<file path="config.mk">
export PLATFORM = sky130hd
export DESIGN_NAME = clk_div_multi
export DESIGN_NICKNAME = d
export VERILOG_FILES = /design/src/rtl/clk_div_multi.sv
export SDC_FILE = /design/constraint.sdc
export NUM_CORES = 1
export LEC_CHECK = 0
export ABC_CLOCK_PERIOD_IN_PS = 12800
export BUFFER_PORTS_ARGS = -buffer_cell sky130_fd_sc_hd__buf_2
export CAP_MARGIN = 10
export CORE_MARGIN = 4
export CORE_UTILIZATION = 45
export CTS_CLUSTER_SIZE = 30
export DETAILED_ROUTE_END_ITERATION = 8
export MAX_ROUTING_LAYER = met4
export PLACE_DENSITY = 0.73
export SLEW_MARGIN = 20
export SYNTH_ARGS = -nofsm -noshare
export SYNTH_HDL_FRONTEND = slang
export SYNTH_SLANG_ARGS = --single-unit
</file>
<file path="constraint.sdc">
create_clock -name clk_in -period 12.8 [get_ports clk_in]
set_clock_uncertainty 0.05 [all_clocks]
set_input_delay 2.56 -clock clk_in [delete_from_list [all_inputs] [get_ports clk_in]]
set_output_delay 2.56 -clock clk_in [all_outputs]
set_load 0.05 [all_outputs]
</file>
<file path="src/rtl/clk_div_multi.sv">
// Multi-channel programmable enable-clock / tick generator.
// Ratio updates are double-buffered and only take effect at a period boundary or sync.
module clk_div_multi #(
  parameter int unsigned CHANNELS       = 4,
  parameter int unsigned WIDTH          = 26,
  parameter int unsigned DEFAULT_PERIOD = 50_000_000,
  parameter int unsigned DEFAULT_HIGH   = 25_000_000
) (
  input  logic                      clk_in,
  input  logic                      rst_n,
  input  logic [CHANNELS-1:0]       enable,
  input  logic [CHANNELS-1:0]       load,
  input  logic [CHANNELS*WIDTH-1:0] div_period,
  input  logic [CHANNELS*WIDTH-1:0] div_high,
  input  logic                      sync,
  output logic [CHANNELS-1:0]       clk_out,
  output logic [CHANNELS-1:0]       tick,
  output logic [CHANNELS-1:0]       pending
);

  localparam logic [WIDTH-1:0] ONE   = WIDTH'(1);
  localparam logic [WIDTH-1:0] TWO   = WIDTH'(2);
  localparam logic [WIDTH-1:0] DEF_P = WIDTH'(DEFAULT_PERIOD);
  localparam logic [WIDTH-1:0] DEF_H = WIDTH'(DEFAULT_HIGH);

  for (genvar g = 0; g < CHANNELS; g++) begin : g_ch
    logic [WIDTH-1:0] cnt_q, cnt_d;
    logic [WIDTH-1:0] per_q, per_d;
    logic [WIDTH-1:0] hi_q, hi_d;
    logic [WIDTH-1:0] sper_q, sper_d;
    logic [WIDTH-1:0] shi_q, shi_d;
    logic             pend_q, pend_d;
    logic             clk_q, clk_d;
    logic             tick_q, tick_d;

    logic [WIDTH-1:0] in_per, in_hi, per_eff, cnt_next, hi_use;
    logic             wrap;

    assign in_per  = div_period[g*WIDTH +: WIDTH];
    assign in_hi   = div_high[g*WIDTH +: WIDTH];
    // Periods below 2 are clamped so the counter always wraps.
    assign per_eff = (per_q < TWO) ? TWO : per_q;

    always_comb begin
      cnt_d    = cnt_q;
      per_d    = per_q;
      hi_d     = hi_q;
      sper_d   = sper_q;
      shi_d    = shi_q;
      pend_d   = pend_q;
      clk_d    = clk_q;
      tick_d   = 1'b0;
      hi_use   = hi_q;
      cnt_next = (sync || (cnt_q >= per_eff - ONE)) ? '0 : cnt_q + ONE;
      wrap     = (cnt_next == '0);

      if (enable[g]) begin
        if (wrap && pend_q) begin
          per_d  = sper_q;
          hi_d   = shi_q;
          hi_use = shi_q;
          pend_d = 1'b0;
        end
        // A load coinciding with a wrap only refills the shadow; it waits for the next boundary.
        if (load[g]) begin
          sper_d = in_per;
          shi_d  = in_hi;
          pend_d = 1'b1;
        end
        cnt_d  = cnt_next;
        clk_d  = (cnt_next < hi_use);
        tick_d = wrap;
      end else if (load[g]) begin
        per_d  = in_per;
        hi_d   = in_hi;
        sper_d = in_per;
        shi_d  = in_hi;
        pend_d = 1'b0;
        cnt_d  = '0;
      end
    end

    always_ff @(posedge clk_in or negedge rst_n) begin
      if (!rst_n) begin
        cnt_q  <= '0;
        per_q  <= DEF_P;
        hi_q   <= DEF_H;
        sper_q <= DEF_P;
        shi_q  <= DEF_H;
        pend_q <= 1'b0;
        clk_q  <= 1'b0;
        tick_q <= 1'b0;
      end else begin
        cnt_q  <= cnt_d;
        per_q  <= per_d;
        hi_q   <= hi_d;
        sper_q <= sper_d;
        shi_q  <= shi_d;
        pend_q <= pend_d;
        clk_q  <= clk_d;
        tick_q <= tick_d;
      end
    end

    assign clk_out[g] = clk_q;
    assign tick[g]    = tick_q;
    assign pending[g] = pend_q;
  end

endmodule

</file>
# After elaboration in Yosys (flattened, before gate mapping)
# Index checks and enable logic that the tools add are counted.
# word_totals
ff_bits,532
input_bits,219
output_inout_bits,12
# op_classes
n_addsub,8
n_lt_le_gt_ge,12
eq_ne,4
muxes,64
reduce_logical,28
# op_table
cell,count
$mux W26,44
$add A26 B1 Y26 const B,4
$ge A26 B26 Y1,4
$logic_not A26 Y1,4
$lt A26 B2 Y1 const B,4
$lt A26 B26 Y1,4
$sub A26 B1 Y26 const B,4
$mux W1,20
$reduce_and A2 Y1,8
$reduce_bool A2 Y1,8
$ne A2 B1 Y1 const B,4
$logic_and A1 B1 Y1,4
$logic_or A1 B1 Y1,4

# Logic depth before layout (Yosys ltp)
# Gate-level depths: netlist of the first run.
# depth
word_depth,11
depth_mapped,33

# Worst setup path before layout of the first run
# OpenSTA, ideal clock, no wires.
# synth_path
path_type,flip-flop to flip-flop
start,register g_ch[3].per_q[16]
end,register g_ch[3].clk_q
setup_time_ns,0.076
t_arrival_ns,7.086
required_ns,12.674
path_slack_ns,5.588
path_stages_with_launch,31
path_buffers,1
cell_sequence,dfrtp_1 or4_1 or3_1 or4_1 or4_1 nor4_2 nand2b_1 ha_1 nor2b_1 nand2_1 nor4_1 xnor2_1 ha_1 and4_1 a221oi_1 nor3_1 nor2_1 nand2_1 o21ai_4 buf_4 mux2i_1 ha_1 a21o_1 a21o_1 a21o_1 a21o_1 a21oi_1 o21ai_0 nor4bb_1 o21ai_0 o21ai_1
# synth_via
elab_chain_cells,11
# synth_lines
item,line,rtl
"start, declared",28,"logic [WIDTH-1:0] per_q, per_d;"
"start signal, assigned",95,per_q <= per_d;
$lt A26 B2 Y1,42,assign per_eff = (per_q < TWO) ? TWO : per_q;
$mux W26 *,42,
$sub A26 B1 Y26 *,54,cnt_next = (sync || (cnt_q >= per_eff - ONE)) ? '0 : cnt_q + ONE;
$ge A26 B26 Y1 *,54,
$logic_or A1 B1 Y1 *,54,
$mux W26 *,54,
$logic_not A26 Y1,55,wrap = (cnt_next == '0);
$logic_and A1 B1 Y1,58,if (wrap && pend_q) begin
$mux W26,--,
$mux W26,57,if (enable[g]) begin
$lt A26 B26 Y1 *,71,clk_d = (cnt_next < hi_use);
"end signal, assigned",100,clk_q <= clk_d;
"end, declared",33,"logic clk_q, clk_d;"
# Every way passes the cells marked *; elsewhere a longest branch is shown, timed or not. The select of a mux whose other input is x is not followed.
# A chain may end at the register's enable or synchronous reset.

# Final worst setup path of the first run
# Ends and elaborated chain as after synthesis.

==> results of run 1 <==
==> where the power goes <==
part	switching [mW]	internal [mW]
clock network	0.727	1.09
logic	0.399	0.326
registers	0.135	1.91
==> through the flow <==
stage / power, mW / area [µm²] / hold slack [ns]
floorplan: 2.57 / 33800 / 0.412
global placement: 2.77 / 35400 / 0.419
detailed placement: 2.80 / 35400 / 0.425
CTS: 4.64 / 37500 / 0.436
global route: 4.82 / 37500 / 0.458
finish: 4.59 / 37500 / 0.434
==> worst max-delay path by stage <==
stage                           start            end  slack [ns]  cells past startpoint
detailed placement  g_ch[3].per_q[16]  g_ch[3].clk_q        4.32                     31
global route        g_ch[3].per_q[16]  g_ch[3].clk_q        3.44                     31
CTS                 g_ch[3].per_q[16]  g_ch[3].clk_q        4.27                     31
floorplan           g_ch[3].per_q[16]  g_ch[3].clk_q        5.59                     30
finish              g_ch[3].per_q[16]  g_ch[3].clk_q        4.27                     31
global placement    g_ch[3].per_q[16]  g_ch[3].clk_q        4.48                     31
==> logic make-up (layout without fill, tap and decap cells) <==
group                    count (synthesis)  count (layout)
other                                    0              11
XOR/XNOR                               181             181
adder cells (fa/ha/maj)                212             212
flip-flops                             532             532
AO/OA/AOI/OAI                          835             835
buffers and inverters                  367             508
multiplexers                           296             296
AND/OR/NAND/NOR                       1102            1102
==> routing by layer <==
layer  part of all wire, %  global-route usage (%)  vias up
met5                     0                       -        -
met4                   2.0                    4.71        0
met3                   5.2                    3.23      126
met2                    46                    32.7      604
met1                    46                    28.4    13000
li1                      -                       -    13000
==> state kept, by name (all words and copies together), names as in the netlist <==
register and count:
g_ch.tick_q 4, g_ch.hi_q 104, g_ch.pend_q 4, g_ch.per_q 104, g_ch.cnt_q 104, g_ch.clk_q 4, g_ch.sper_q 104, g_ch.shi_q 104
==> placed cells by master (no fill, tap or decap), drive strengths merged, types with 12 or more instances in the layout <==
cell	instances
a211oi	85
a21o	68
a21oi	215
a221oi	53
a31oi	15
and3	30
and4	20
buf	261
clkbuf	89
clkinv	18
dfrtp	340
dfstp	192
ha	212
inv	131
mux2	186
mux2i	110
nand2	170
nand2b	53
nand3	70
nand4	70
nor2	337
nor2b	113
nor3	69
nor3b	59
nor4	42
o211ai	14
o21ai	225
o221a	26
o22ai	28
o31ai	47
o41ai	12
or3	15
or4	14
xnor2	126
xor2	55
==> worst min-delay path: cells and delay by family, from the launching register on <==
kind	cells	cell delay [ns]
AO/OA/AOI/OAI	1	0.07
buffers and inverters	1	0.04
flip-flops	1	0.37
==> area by class of cell <==
| class | count | area share (%) |
|---|---|---|
| antenna | 11 | 0.0733 |
| inverter | 131 | 1.31 |
| clock inverter | 27 | 0.877 |
| clock buffer | 89 | 4.67 |
| timing repair buffer | 261 | 3.82 |
| multi-input combinational | 2626 | 49.9 |
| tap | 969 | 3.23 |
| sequential | 532 | 36.1 |
==> results_dict.tcl, run 1 <==
set metrics [dict create \
    status "completed" \
    ys_types 76 \
    place_ws_ns 4.32 \
    slew_headroom_pct 28.0 \
    holdPathStages 2 \
    drt_iter0_drc 1659 \
    syn2layout_area_growth_pct 11.1 \
    synthMostInstantiatedCell "dfrtp_1" \
    portBuffers 230 \
    min_from "g_ch[2].shi_q[20]" \
    root_buffer "clkbuf_16" \
    dp_cells 4519 \
    multi_input_area_um2 18700 \
    seq_area_um2 13600 \
    gp_congestion 0.919 \
    grt_pass1_vias 26100 \
    timing.rr.end "g_ch[3].clk_q" \
    htree_levels 2 \
    vias 26700 \
    yosys-mux-area-fraction_pct 9.46 \
    grt_overflow_total 0 \
    async_reset_ff_share_pct 100 \
    dp_hpwl_um 57100 \
    finalNetCount 4044 \
    grt_max_degree 159 \
    synth_fp_nets 3956 \
    ant_nets 0 \
    wl_um 81300 \
    max_stage_delay_ns 0.57 \
    synth.avg_cell_area_um2 9.58 \
    num_rows 100 \
    core_um2 74400 \
    first_pass_iters 5 \
    fillers 6741 \
    crit_required_ns 13.29 \
    end_kind "flip-flop" \
    path_common_cell "a21o_1" \
    ys_seq_elements 532 \
    p_leak_nw 16.6 \
    antenna_found_initial 13 \
    period_minus_slack_ns 8.53 \
    cts.sinks 532 \
    synth_top_family_by_area "simple AND/OR/NAND/NOR gates" \
    cp-start-kind "flip-flop" \
    irDropWorstVdd_mv 0.109 \
    post-route-util_pct 50.4 \
    cts-hold-fix-buffers 0 \
    fp.dieH_um 282 \
    setup_viol 0 \
    synth_compound_area_share_pct 16.3 \
    synth_top_cell_area_share_pct 25.2 \
    yosysSeqAreaShare_pct 40.1 \
    path_class "flip-flop to flip-flop" \
    critical-path-slowest-cell "or4_1" \
    synth_fa_ha_area_share_pct 7.85 \
    cp_max_fo 43 \
    synth-warning-count 0 \
    clk_latency_ns 0.61 \
    synth_flop_cell "dfrtp_1" \
    cts_tree "yes" \
    reg2reg_from "g_ch[3].per_q[16]" \
    finalHoldViolCount 0 \
    clkTransAtPathRegs_ns 0.06 \
    finalCritPeriodShare_pct 66.6 \
    wl_per_cell_um 17.5 \
    netlist_instances 3525 \
    final_cell_count_no_fill 4646 \
    start_util_pct 45.4 \
    synth_simple_gate_area_share_pct 17.0 \
    synthTopCellsByArea "dfrtp_1 (25%), dfstp_2 (15%), ha_1 (7.9%)" \
    reg2regPathDepth 31 \
    rsz0062_at_grt "false" \
    pin_count 231 \
    critPathTopFamily "simple AND/OR/NAND/NOR gates" \
    synth-edff-count 0 \
    cts_buffer_depth 3 \
    tightest_slew_ns 1.08 \
    powerDensity_nw_per_um2 122 \
    viasPerCell 5.74 \
    die_area_um2 79500 \
    drc_errors 0 \
    max_clock_freq_ghz 0.117 \
    grt_pass1_wl_um 134000 \
    maxSlewViolCount 0 \
    hp-class "flip-flop to flip-flop" \
    chipWidth_um 282 \
    cts-buffers-inserted 61 \
    drv_cap 0 \
    cp.arrival_ns 9.01 \
    cp.buffers_inverters 2 \
    yosys.area.top_type "dfrtp_1" \
    r2r_slack_ns 4.27 \
    yosys.area_share.xor_xnor_pct 4.69 \
    final_layout_size_suffix_gt1_share_pct 22.4 \
    final.setup.tns_ns 0 \
    grt_usage_pct 20.7 \
    ctsResizeCount 0 \
    postCtsSetupRepairBufs 0 \
    ys_top_cells_by_count "dfrtp_1 (340), nor2_1 (337), o21ai_0 (218), a21oi_1 (215), ha_1 (212)" \
    syn_area_um2 33800 \
    min_to "g_ch[2].shi_q[20]" \
    setup_slack_ns 4.27 \
]
Note: power is estimated with default switching activity, not from simulation.
==> inputs of run 2 (changes only) <==
ABC_CLOCK_PERIOD_IN_PS = 7700   (was 12800)
PLACE_DENSITY = 0.76   (was 0.73)
clock period = 7.7 ns   (was 12.8 ns; I/O delays follow)
==> results_dict.tcl, run 2 (same netlist as run 1, synthesis figures left out) <==
set metrics [dict create \
    status "completed" \
    vias 26800 \
    root_buffer "clkbuf_16" \
    path_common_cell "ha_1" \
    end_kind "flip-flop" \
    dp_hpwl_um 57300 \
    final.setup.tns_ns 0 \
    wl_per_cell_um 17.5 \
    max_clock_freq_ghz 0.137 \
    grt.busiest_layer "met2" \
    cts_tree "yes" \
    drc_errors 0 \
    p_leak_nw 16.7 \
    seq_power_share_pct 44.4 \
    grt_pass1_wl_um 134000 \
    start_util_pct 45.4 \
    grt_pass1_vias 26200 \
    cp.arrival_ns 7.81 \
    cp-start-kind "flip-flop" \
    cts_buffer_depth 3 \
    timing.rr.end "g_ch[3].clk_q" \
    finalHoldViolCount 0 \
    irDropWorstVdd_mv 0.188 \
    drt_iter0_drc 1959 \
    netSwitchingPower_mw 2.09 \
    ant_nets 0 \
    antenna_found_initial 10 \
    chipWidth_um 282 \
    use_met2_pct 33.8 \
    r2r_slack_ns 0.38 \
    min_to "g_ch[2].shi_q[21]" \
    cts.sinks 532 \
    max_stage_delay_ns 0.59 \
    powerDensity_nw_per_um2 203 \
    period_minus_slack_ns 7.32 \
    intPower_mw 5.58 \
    clk_latency_ns 0.61 \
    fin_area_um2 37900 \
    reg2regPathDepth 30 \
    finalCritPeriodShare_pct 95.1 \
    fp.dieH_um 282 \
    post_dp_cell_area_um2 35500 \
    cts-hold-fix-buffers 0 \
    maxSlewViolCount 0 \
    slew_headroom_pct 27.0 \
    die_area_um2 79500 \
    drv_cap 0 \
    met3_usage_pct 2.66 \
    pin_count 231 \
    holdPathStages 2 \
    hp-class "flip-flop to flip-flop" \
    critical-path-slowest-cell "or4_1" \
    crit_required_ns 8.18 \
    first_pass_iters 6 \
    grt_overflow_total 0 \
    htree_levels 2 \
    layout_common_cells "dfrtp_1 (340), nor2_1 (335), buf_2 (223), o21ai_0 (216), a21oi_1 (215)" \
    final_cell_count_no_fill 4662 \
    final_layout_size_suffix_gt1_share_pct 23.4 \
    grt_usage_pct 20.7 \
    clkTransAtPathRegs_ns 0.06 \
    p_comb_share_pct 15.9 \
    clock_power_share_pct 39.6 \
    core_um2 74400 \
    dp_cells 4535 \
    gp_congestion 0.915 \
    setup_viol 0 \
    num_rows 100 \
    cts-buffers-inserted 60 \
    reg2reg_from "g_ch[3].per_q[16]" \
    final_common_cell "dfrtp_1" \
    min_from "g_ch[2].shi_q[21]" \
    viasPerCell 5.75 \
    cp_max_fo 12 \
    p_sw_share_pct 27.3 \
    wl_um 81600 \
    grt_use_met1_pct 27.8 \
    path_class "flip-flop to flip-flop" \
    syn2layout_area_growth_pct 12.1 \
    grt_max_degree 176 \
    portBuffers 230 \
    finalNetCount 4063 \
    tightest_slew_ns 1.09 \
]
run 2: changes by cell type in the layout (fill, tap and decap cells not counted), sizes merged:
cell      previous run  this run
buf                261       281
diode               11         9
clkinv              18        13
clkinvlp             2         3
bufinv               7         8
inv                131       132
run 2: how the worst max path moves through the flow:
| stage | start | end | depth (start not counted) |
|---|---|---|---|
| 3_5_place_dp | g_ch[3].per_q[16] | g_ch[3].clk_q | 29 |
| 2_1_floorplan | g_ch[3].per_q[16] | g_ch[3].clk_q | 30 |
| 4_1_cts | g_ch[3].per_q[16] | g_ch[3].clk_q | 30 |
| 3_3_place_gp | g_ch[3].per_q[16] | g_ch[3].clk_q | 29 |
| 6_report | g_ch[3].per_q[16] | g_ch[3].clk_q | 30 |
| 5_1_grt | g_ch[3].per_q[16] | g_ch[3].clk_q | 30 |
run 2: final cells by class:
cell class	instances	area (µm²)
repair buffers	281	1600
clock buffers	89	1760
inverters	131	492
diodes	9	22.5
well taps	969	1210
flip-flops and latches	532	13600
fillers	6627	36600
clock inverters	25	348
multi-input cells	2626	18900
run 2: critical path: cells and delay by family, from the launching register on:
kind / cells / cell delay (ns)
AOI/OAI and AO/OA: 10 / 1.72
xor gates and xnor gates: 1 / 0.15
adders and majority gates: 3 / 0.75
buffers and inverters: 1 / 0.16
DFF: 1 / 0.40
muxes: 1 / 0.24
and+or+nand+nor: 14 / 3.77
run 2: routing by layer:
metal	wire length, µm	vias up
li1	-	13000
met1	37000	13000
met2	39000	667
met3	4030	119
met4	1660	0
met5	0	-
run 2: repair_timing:
item / in CTS / in global routing
pin swaps: 1 / 2
gates resized for setup: 0 / 26
buffers inserted: 2 / 2
gates cloned: 0 / 0
endpoints found under the setup margin: 1 / 3
run 2: metrics by stage:
step | total power [mW] | worst slack (ns) | utilization, % | hold slack (ns)
after floorplan | 4.27 | 0.488 | - | 0.412
after global placement | 4.61 | 0.197 | 47.7 | 0.420
after detailed placement | 4.66 | 0.0221 | 47.7 | 0.423
after CTS | 7.75 | 0.142 | 50.6 | 0.436
after global routing | 8.08 | -0.0717 | 50.9 | 0.454
final | 7.68 | 0.377 | 50.9 | 0.436
run 2: power groups by stage:
stage                     logic, mW  registers [mW]  clock network (mW)
final                          1.22            3.41                3.04
after global routing           1.39            3.45                3.24
after CTS                      1.23            3.40                3.12
after detailed placement       1.22            3.44                   0
after global placement         1.18            3.43                   0
after floorplan               0.896            3.37                   0
==> inputs of run 3 (changes only) <==
CORE_UTILIZATION = 30   (was 45)
PLACE_DENSITY = 0.58   (was 0.76)
==> results_dict.tcl, run 3 (same netlist as run 1, synthesis figures left out) <==
set metrics [dict create \
    core_um2 111000 \
    portBuffers 230 \
    path_class "flip-flop to flip-flop" \
    die_area_um2 118000 \
    powerDensity_nw_per_um2 208 \
    setup_viol 0 \
    grt_usage_pct 15.3 \
    htree_levels 3 \
    reg2regPathDepth 31 \
    p_leak_nw 16.8 \
    cts.sinks 532 \
    drv_cap 0 \
    finalHoldViolCount 0 \
    clock_power_share_pct 42.5 \
    clk_latency_ns 0.63 \
    cts_tree "yes" \
    netSwitchingPower_mw 2.21 \
    holdPathStages 2 \
    grt_overflow_total 0 \
    reg2reg_from "g_ch[3].per_q[16]" \
    cts_buffer_depth 3 \
    cp-start-kind "flip-flop" \
    whs_ns 0.435 \
    dp_hpwl_um 63900 \
    num_rows 122 \
    cts-buffers-inserted 68 \
    timing.rr.end "g_ch[3].clk_q" \
    cp.arrival_ns 7.64 \
    fp.dieH_um 344 \
    maxSlewViolCount 0 \
    critical-path-slowest-cell "or4_1" \
    status "completed" \
    viasPerCell 5.13 \
    final_layout_size_suffix_gt1_share_pct 23.5 \
    gp_congestion 0.855 \
    first_pass_iters 7 \
    period_minus_slack_ns 7.19 \
    chipWidth_um 344 \
    fin_area_um2 38800 \
    antenna_found_initial 9 \
    cp_max_fo 9 \
    hp-class "flip-flop to flip-flop" \
    slew_headroom_pct 29.8 \
    dp_cells 5054 \
    syn2layout_area_growth_pct 14.8 \
    intPower_mw 5.85 \
    seq_power_share_pct 42.3 \
    tightest_slew_ns 1.05 \
    grt_pass1_vias 26200 \
    finalNetCount 4072 \
    wl_per_cell_um 17.1 \
    r2r_slack_ns 0.51 \
    min_to "g_ch[2].shi_q[6]" \
    finalCritPeriodShare_pct 93.3 \
    clkTransAtPathRegs_ns 0.06 \
    max_clock_freq_ghz 0.139 \
    ant_nets 0 \
    p_comb_share_pct 15.2 \
    layout_common_cells "dfrtp_1 (340), nor2_1 (335), buf_2 (223), o21ai_0 (216), a21oi_1 (215)" \
    post_dp_cell_area_um2 36200 \
    end_kind "flip-flop" \
    max_stage_delay_ns 0.58 \
    pin_count 231 \
    drt_iter0_drc 1741 \
    final_common_cell "dfrtp_1" \
    grt_pass1_wl_um 144000 \
    post-route-util_pct 34.8 \
    start_util_pct 30.4 \
    root_buffer "clkbuf_16" \
    crit_required_ns 8.15 \
    irDropWorstVdd_mv 0.141 \
    wl_um 88800 \
    min_from "g_ch[2].shi_q[6]" \
    grt_max_degree 140 \
    drc_errors 0 \
    vias 26600 \
    p_sw_share_pct 27.5 \
    final_cell_count_no_fill 5188 \
]
## run 3: cell count changes in the layout (fill, tap and decap cells not counted), moves of 3 or more
| cell | delta |
|---|---|
| buf_12 | +3 |
| buf_4 | -4 |
| clkbuf_1 | -3 |
| clkbuf_16 | +7 |
| clkbuf_8 | +5 |
| clkinv_8 | +3 |
| diode_2 | -5 |
| nor4_4 | -3 |
## run 3: layer usage
layer / up-vias / GRT usage (%) / share of wire, %
li1: 13000 / - / -
met1: 13000 / 20.3 / 47
met2: 498 / 24.7 / 47
met3: 123 / 2.08 / 3.9
met4: 0 / 4.07 / 2.4
met5: - / - / 0
## run 3: final cells by class
cell class	instances	area, µm²
fillers	11200	72500
well taps	1488	1860
diodes	4	10.0
repair buffers	282	1650
clock buffers	98	2000
multi-input cells	2626	18800
clock inverters	27	414
flip-flops and latches	532	13600
inverters	131	492
## run 3: how the worst max path moves through the flow
| stage | startpoint | endpoint | cells after the start |
|---|---|---|---|
| after floorplan | g_ch[3].per_q[16] | g_ch[3].clk_q | 30 |
| after global placement | g_ch[1].per_q[9] | g_ch[1].clk_q | 30 |
| after detailed placement | g_ch[1].per_q[9] | g_ch[1].clk_q | 29 |
| after CTS | g_ch[1].per_q[9] | g_ch[1].clk_q | 29 |
| after global routing | g_ch[3].per_q[16] | g_ch[3].clk_q | 30 |
| final | g_ch[3].per_q[16] | g_ch[3].clk_q | 31 |
## run 3: metrics by stage
step | TNS (ns) | setup WS [ns] | power, mW
detailed placement | 0 | 0.186 | 4.69
floorplan | 0 | 0.488 | 4.27
global route | -0.0422 | -0.0422 | 8.48
CTS | 0 | 0.117 | 8.19
global placement | 0 | 0.309 | 4.66
finish | 0 | 0.512 | 8.06
## run 3: what timing repair did
action | 4_1_cts | 5_1_grt
buffers inserted | 0 | 5
endpoints found under the setup margin | 0 | 4
hold buffers | 0 | 0
resized for setup | 0 | 14
## run 3: power groups by stage
stage / Combinational [mW] / Sequential, mW / Clock (mW)
after floorplan: 0.896 / 3.37 / 0
after global placement: 1.21 / 3.45 / 0
after detailed placement: 1.23 / 3.45 / 0
after CTS: 1.24 / 3.41 / 3.54
after global routing: 1.40 / 3.45 / 3.63
final: 1.22 / 3.41 / 3.43
## run 3: worst max-delay path: cells and delay by family (launching register included)
kind / cells / cell delay (ns)
simple gates: 14 / 3.58
compound gates: 10 / 1.58
buf+inv: 2 / 0.36
fa+ha+maj: 3 / 0.66
xor+xnor: 1 / 0.18
flops: 1 / 0.40
mux: 1 / 0.26
